===== config.mk =====
export PLATFORM = sky130hd
export DESIGN_NAME = bin2csd_seq
export DESIGN_NICKNAME = d
export VERILOG_FILES = /design/src/rtl/bin2csd_pkg.sv /design/src/rtl/bin2csd_digit.sv /design/src/rtl/bin2csd_seq.sv
export SDC_FILE = /design/constraint.sdc
export NUM_CORES = 1
export LEC_CHECK = 0
export CORE_MARGIN = 2
export CORE_UTILIZATION = 55
export DETAILED_ROUTE_END_ITERATION = 6
export PLACE_DENSITY = 0.92
export SLEW_MARGIN = 20
export SYNTH_ARGS = -nofsm -noshare
export SYNTH_HDL_FRONTEND = slang
export SYNTH_SLANG_ARGS = --single-unit

===== constraint.sdc =====
create_clock -name clk -period 5.77 [get_ports clk]
set_input_delay 1.731 -clock clk [delete_from_list [all_inputs] [get_ports clk]]
set_output_delay 1.731 -clock clk [all_outputs]
set_load 0.01 [all_outputs]

===== src/rtl/bin2csd_pkg.sv =====
// Shared definitions for the bin2csd converter family.
// Holds the two-bit CSD digit codes and the sequential FSM state encoding so
// that the serial recoder and any future parallel variants agree on both.
package bin2csd_pkg;

  // CSD digit codes: one two-bit field per digit, code 2'b11 is never legal.
  localparam logic [1:0] CSD_0  = 2'b00;
  localparam logic [1:0] CSD_P1 = 2'b01;
  localparam logic [1:0] CSD_M1 = 2'b10;

  // FSM state encoding for the sequential converter.
  localparam logic [1:0] ST_IDLE = 2'b00;
  localparam logic [1:0] ST_CONV = 2'b01;
  localparam logic [1:0] ST_HOLD = 2'b10;

  // True for any digit that contributes to the nonzero-digit count.
  function automatic logic csd_is_nz(input logic [1:0] dig);
    return (dig == CSD_P1) || (dig == CSD_M1);
  endfunction

endpackage


===== src/rtl/bin2csd_digit.sv =====
// Purpose: combinational one-digit CSD recoder (x_i, x_(i+1), carry in -> digit, carry out).
// Latency: 0 cycles, purely combinational.
// Backpressure: none; the caller sequences digits.
//
// Ports:
//   x_i    - current binary bit
//   x_nxt  - next-higher binary bit, used to pick +1 vs -1 when t = 1
//   c_in   - incoming carry
//   dig    - CSD digit code (CSD_0 / CSD_P1 / CSD_M1)
//   c_out  - carry into the next digit position
module bin2csd_digit
  import bin2csd_pkg::*;
(
  input  logic       x_i,
  input  logic       x_nxt,
  input  logic       c_in,
  output logic [1:0] dig,
  output logic       c_out
);

  // t = x_i + c_in.
  //   t = 0 : digit 0, no carry
  //   t = 2 : digit 0, carry 1
  //   t = 1 : emit +1 if the next bit is 0, otherwise emit -1 and carry so
  //           the run of ones collapses into a single nonzero digit above it.
  always_comb begin
    dig   = CSD_0;
    c_out = 1'b0;
    if (x_i ^ c_in) begin
      if (x_nxt) begin
        dig   = CSD_M1;
        c_out = 1'b1;
      end else begin
        dig   = CSD_P1;
      end
    end else if (x_i & c_in) begin
      c_out = 1'b1;
    end
  end

endmodule


===== src/rtl/bin2csd_seq.sv =====
// Purpose: serial binary-to-CSD converter, one digit per cycle, LSB first.
// Latency: out_valid rises W cycles after accept (signed) or W+1 (unsigned).
// Backpressure: result held in HOLD until out_ready; no input accepted until then.
//
// Ports:
//   clk, rst            - clock, synchronous active-high reset
//   in_valid/in_ready   - input handshake; in_ready only while idle
//   in_x, in_signed     - word to convert and its interpretation
//   out_valid/out_ready - result handshake; out_valid only while holding
//   out_y               - CSD digits, digit i in bits [2i+1:2i]
//   out_nz              - number of nonzero digits in out_y
//   busy                - conversion in progress
module bin2csd_seq
  import bin2csd_pkg::*;
#(
  parameter int W   = 8,
  parameter int NZW = $clog2(W + 2)
) (
  input  logic               clk,
  input  logic               rst,
  input  logic               in_valid,
  output logic               in_ready,
  input  logic [W-1:0]       in_x,
  input  logic               in_signed,
  output logic               out_valid,
  input  logic               out_ready,
  output logic [2*(W+1)-1:0] out_y,
  output logic [NZW-1:0]     out_nz,
  output logic               busy
);

  // Index must reach W+1 (the "next bit" of the last unsigned digit), and it
  // selects from a W+2 bit extended word, so size it to that word exactly.
  localparam int IW = $clog2(W + 2);

  logic [1:0]           state_q, state_d;
  logic [W-1:0]         x_q, x_d;
  logic                 sgn_q, sgn_d;
  logic [IW-1:0]        idx_q, idx_d;
  logic                 carry_q, carry_d;
  logic [2*(W+1)-1:0]   y_q, y_d;
  logic [NZW-1:0]       nz_q, nz_d;

  logic                 ext_bit;
  logic [W+1:0]         x_ext;
  logic [IW-1:0]        idx_nxt;
  logic                 x_i, x_nxt;
  logic [1:0]           dig;
  logic                 c_out;
  logic                 last_dig;

  // Bits above the word are the sign bit in signed mode, zero otherwise.
  // Two extension bits cover x_(i+1) for the top unsigned digit at i = W.
  assign ext_bit = sgn_q & x_q[W-1];
  assign x_ext   = {ext_bit, ext_bit, x_q};
  assign idx_nxt = idx_q + IW'(1);
  assign x_i     = x_ext[idx_q];
  assign x_nxt   = x_ext[idx_nxt];

  // Signed mode stops after digit W-1: digit W stays at its cleared 00 and
  // the final carry (which equals the sign bit) is dropped, giving the
  // two's-complement value directly.
  assign last_dig = sgn_q ? (idx_q == IW'(W - 1)) : (idx_q == IW'(W));

  bin2csd_digit u_digit (
    .x_i   (x_i),
    .x_nxt (x_nxt),
    .c_in  (carry_q),
    .dig   (dig),
    .c_out (c_out)
  );

  always_comb begin
    state_d = state_q;
    x_d     = x_q;
    sgn_d   = sgn_q;
    idx_d   = idx_q;
    carry_d = carry_q;
    y_d     = y_q;
    nz_d    = nz_q;

    case (state_q)
      ST_IDLE: begin
        if (in_valid) begin
          x_d     = in_x;
          sgn_d   = in_signed;
          idx_d   = '0;
          carry_d = 1'b0;
          y_d     = '0;
          nz_d    = '0;
          state_d = ST_CONV;
        end
      end

      ST_CONV: begin
        for (int k = 0; k <= W; k++) begin
          if (idx_q == IW'(k)) begin
            y_d[2*k +: 2] = dig;
          end
        end
        if (csd_is_nz(dig)) begin
          nz_d = nz_q + NZW'(1);
        end
        carry_d = c_out;
        idx_d   = idx_nxt;
        if (last_dig) begin
          state_d = ST_HOLD;
        end
      end

      ST_HOLD: begin
        // out_y/out_nz are left untouched here and in IDLE; only an accept
        // or a reset changes them.
        if (out_ready) begin
          state_d = ST_IDLE;
        end
      end

      default: begin
        state_d = ST_IDLE;
      end
    endcase
  end

  always_ff @(posedge clk) begin
    if (rst) begin
      state_q <= ST_IDLE;
      x_q     <= '0;
      sgn_q   <= 1'b0;
      idx_q   <= '0;
      carry_q <= 1'b0;
      y_q     <= '0;
      nz_q    <= '0;
    end else begin
      state_q <= state_d;
      x_q     <= x_d;
      sgn_q   <= sgn_d;
      idx_q   <= idx_d;
      carry_q <= carry_d;
      y_q     <= y_d;
      nz_q    <= nz_d;
    end
  end

  assign in_ready  = (state_q == ST_IDLE);
  assign out_valid = (state_q == ST_HOLD);
  assign busy      = (state_q == ST_CONV);
  assign out_y     = y_q;
  assign out_nz    = nz_q;

endmodule


==> impl_metrics.env <==
export IMPL_yosys_top_cells_count="dfxtp_1, nand2_1, a21oi_1"
export IMPL_vdd_ir_drop_worst_mv=0.147
export IMPL_ios=38
export IMPL_synthCells=205
export IMPL_hp_class="reg -> reg"
export IMPL_tightest_slew_ns=1.04
export IMPL_dpl_hpwl_um=2970
export IMPL_drive_gt1_frac=0.0890
export IMPL_clock_skew_ns=0.0117
export IMPL_synth_edf_count=0
export IMPL_crit_arrival_ns=1.78
export IMPL_max_cap_violations=0
export IMPL_dieArea_um2=3940
export IMPL_syn_avg_cell_area_um2=9.28
export IMPL_worstSetupPathType="reg -> out"
export IMPL_tritoncts="yes"
export IMPL_gp_congestion=0.804
export IMPL_finalSetupViolCount=0
export IMPL_worstPathRequired_ns=4.04
export IMPL_p_per_area_nw_per_um2=232
export IMPL_ant_nets=0
export IMPL_cts_buffers=5
export IMPL_dp_cells=275
export IMPL_grt_max_degree=29
export IMPL_htreeDepth=2
export IMPL_grt_pass1_vias=1503
export IMPL_firstDrtPassIters=4
export IMPL_ys_ff_latch=38
export IMPL_power_switching_w=0.000151
export IMPL_synthTopCellsByArea="dfxtp_1, nand2_1, a21oi_1, ha_1, a221oi_1"
export IMPL_antennaDiodeCount=0
export IMPL_cts_sinks=38
export IMPL_yosys_area_top_type_share=0.400
export IMPL_status="complete, no violations"
export IMPL_switching_share=0.283
export IMPL_post_cts_setup_buffers=0
export IMPL_viasPerCell=5.78
export IMPL_timing_final_hold_violations=0
export IMPL_ys_warn_count=0
export IMPL_synthArstFlopShare=0
export IMPL_rsz0062_at_grt="no"
export IMPL_antenna_found_initial=0
export IMPL_core_um2=3340
export IMPL_die_y_um=62.8
export IMPL_tns_ns=0
export IMPL_period_minus_slack_ns=3.51
export IMPL_synth_distinct_cells=49
export IMPL_port_buffers=37
export IMPL_worstSetupEndpointType="output port"
export IMPL_startpoint_type="register"
export IMPL_synth_main_ff_cell="dfxtp_1"
export IMPL_slowest_stage="clkdlybuf4s50_1"
export IMPL_wl_per_cell_um=14.5
export IMPL_clock_tree_buffer_depth=2
export IMPL_path_clk_slew_ns=0.11
export IMPL_yosysSeqAreaShare=0.400
export IMPL_slowest_delay_ns=0.56
export IMPL_wl_um=4090
export IMPL_power_frac_seq=0.552
export IMPL_power_leakage_nw=0.823
export IMPL_via_count=1630
export IMPL_start_util=0.570
export IMPL_clk_latency_ns=0.34
export IMPL_drtIter0Drc=64
export IMPL_global_route_overflow_total=0
export IMPL_dieWidth_um=62.8
export IMPL_worst_slew_margin_rel=0.306
export IMPL_cts_resized_gates=0
export IMPL_syn_nets=224
export IMPL_grt_pass1_wl_um=6840
export IMPL_max_freq_ghz=0.285
export IMPL_comb_power_share=0.211
export IMPL_pwr_share_clk=0.237
export IMPL_syn_to_final_growth_pct=20.9
export IMPL_cts_hold_buffers=0
export IMPL_root_buffer="clkbuf_4"
export IMPL_layout_nets=255
export IMPL_crit_chain="nand2b_1 -> inv_2 -> clkdlybuf4s50_1"
export IMPL_drc=0
export IMPL_final_core_utilization=0.689
export IMPL_final_cell_count_no_fill=282
export IMPL_timing_final_crit_share=0.608
export IMPL_synth_most_common_cell="dfxtp_1"
export IMPL_synth_area_um2=1900
export IMPL_internal_power_w=0.000382
export IMPL_synth_top_area_cell="dfxtp_1"
export IMPL_drv_slew=0
export IMPL_row_count=21
export IMPL_track_usage=0.218
export IMPL_worstPathMaxFanout=9
## layout make-up
class | count | area (um2)
multi-input cells | 147 | 1040
well taps | 46 | 57.6
inverters | 6 | 22.5
repair buffers | 38 | 378
flip-flops and latches | 38 | 761
fillers | 286 | 1040
clock buffers | 7 | 45.0
## cell families (layout without fill, tap and decap cells)
group,Yosys count,after routing,synth area share
adder cells (fa/ha/maj),6,6,0.0395
XOR/XNOR,5,5,0.0368
AND/OR/NAND/NOR,65,65,0.192
multiplexers,8,8,0.0632
flip-flops,38,38,0.400
AO/OA/AOI/OAI,63,63,0.213
buffers and inverters,20,51,0.0553
## power groups by stage
stage	clock (W)	combinational [W]	sequential [W]
floorplan	0	0.0000726	0.000297
global placement	0	0.000109	0.000299
detailed placement	0	0.000113	0.000300
CTS	0.000128	0.000113	0.000294
global route	0.000140	0.000122	0.000297
finish	0.000126	0.000112	0.000294
## per-stage QoR
stage                     setup slack, ns  hold slack [ns]  instance area, um2  total power (W)
after floorplan                      3.13            0.443                1900         0.000369
after global placement               2.24            0.448                2250         0.000408
after detailed placement             2.13            0.448                2250         0.000412
after CTS                            2.25            0.469                2300         0.000534
after global routing                 2.14            0.491                2300         0.000559
final                                2.26            0.467                2300         0.000533
## metal layers
| layer | wire length (um) | part of all wire | up-vias | GRT usage |
|---|---|---|---|---|
| li1 | - | - | 813 | - |
| met1 | 1780 | 0.43 | 758 | 0.254 |
| met5 | 0 | 0 | - | 0 |
| met4 | 7 | 0.0017 | 0 | 0.0833 |
| met3 | 265 | 0.065 | 2 | 0.0595 |
| met2 | 2040 | 0.50 | 57 | 0.380 |
## layout by cell type, fill, tap and decap left out, types with 2 or more instances in the layout
cell	n
a21o_1	4
a21oi_1	19
a221oi_1	8
a22oi_1	5
a31oi_1	8
clkbuf_1	2
clkbuf_4	5
clkdlybuf4s50_1	37
dfxtp_1	38
ha_1	6
inv_1	5
mux2_2	2
mux2i_1	3
mux4_2	2
nand2_1	26
nand2b_1	2
nand3_1	10
nand4_1	3
nor2_1	8
nor2b_1	2
nor3_1	3
o21ai_0	3
o21ai_1	8
xor2_1	2
## worst paths after layout
kind         startpoint  cells after the start  slack (ns)         to
min reg2reg    out_y[1]                      2        0.47   out_y[1]
max          state_q[0]                      3        2.26       busy
max reg2reg    idx_q[0]                      9        3.01  out_y[11]
min            out_y[1]                      2        0.47   out_y[1]
## worst max-delay path, delay by kind of cell, from the launching register on
family                 cells  cell delay (ns)
buffers and inverters      2             0.73
DFF                        1             0.53
and+or+nand+nor            1             0.17
## sequential cells by signal, indices dropped and copies added, names as in the netlist
register  flops
out_y        18
idx_q         4
x_q           8
sgn_q         1
state_q       2
carry_q       1
out_nz        4
Power figures use the tool's default switching activity.
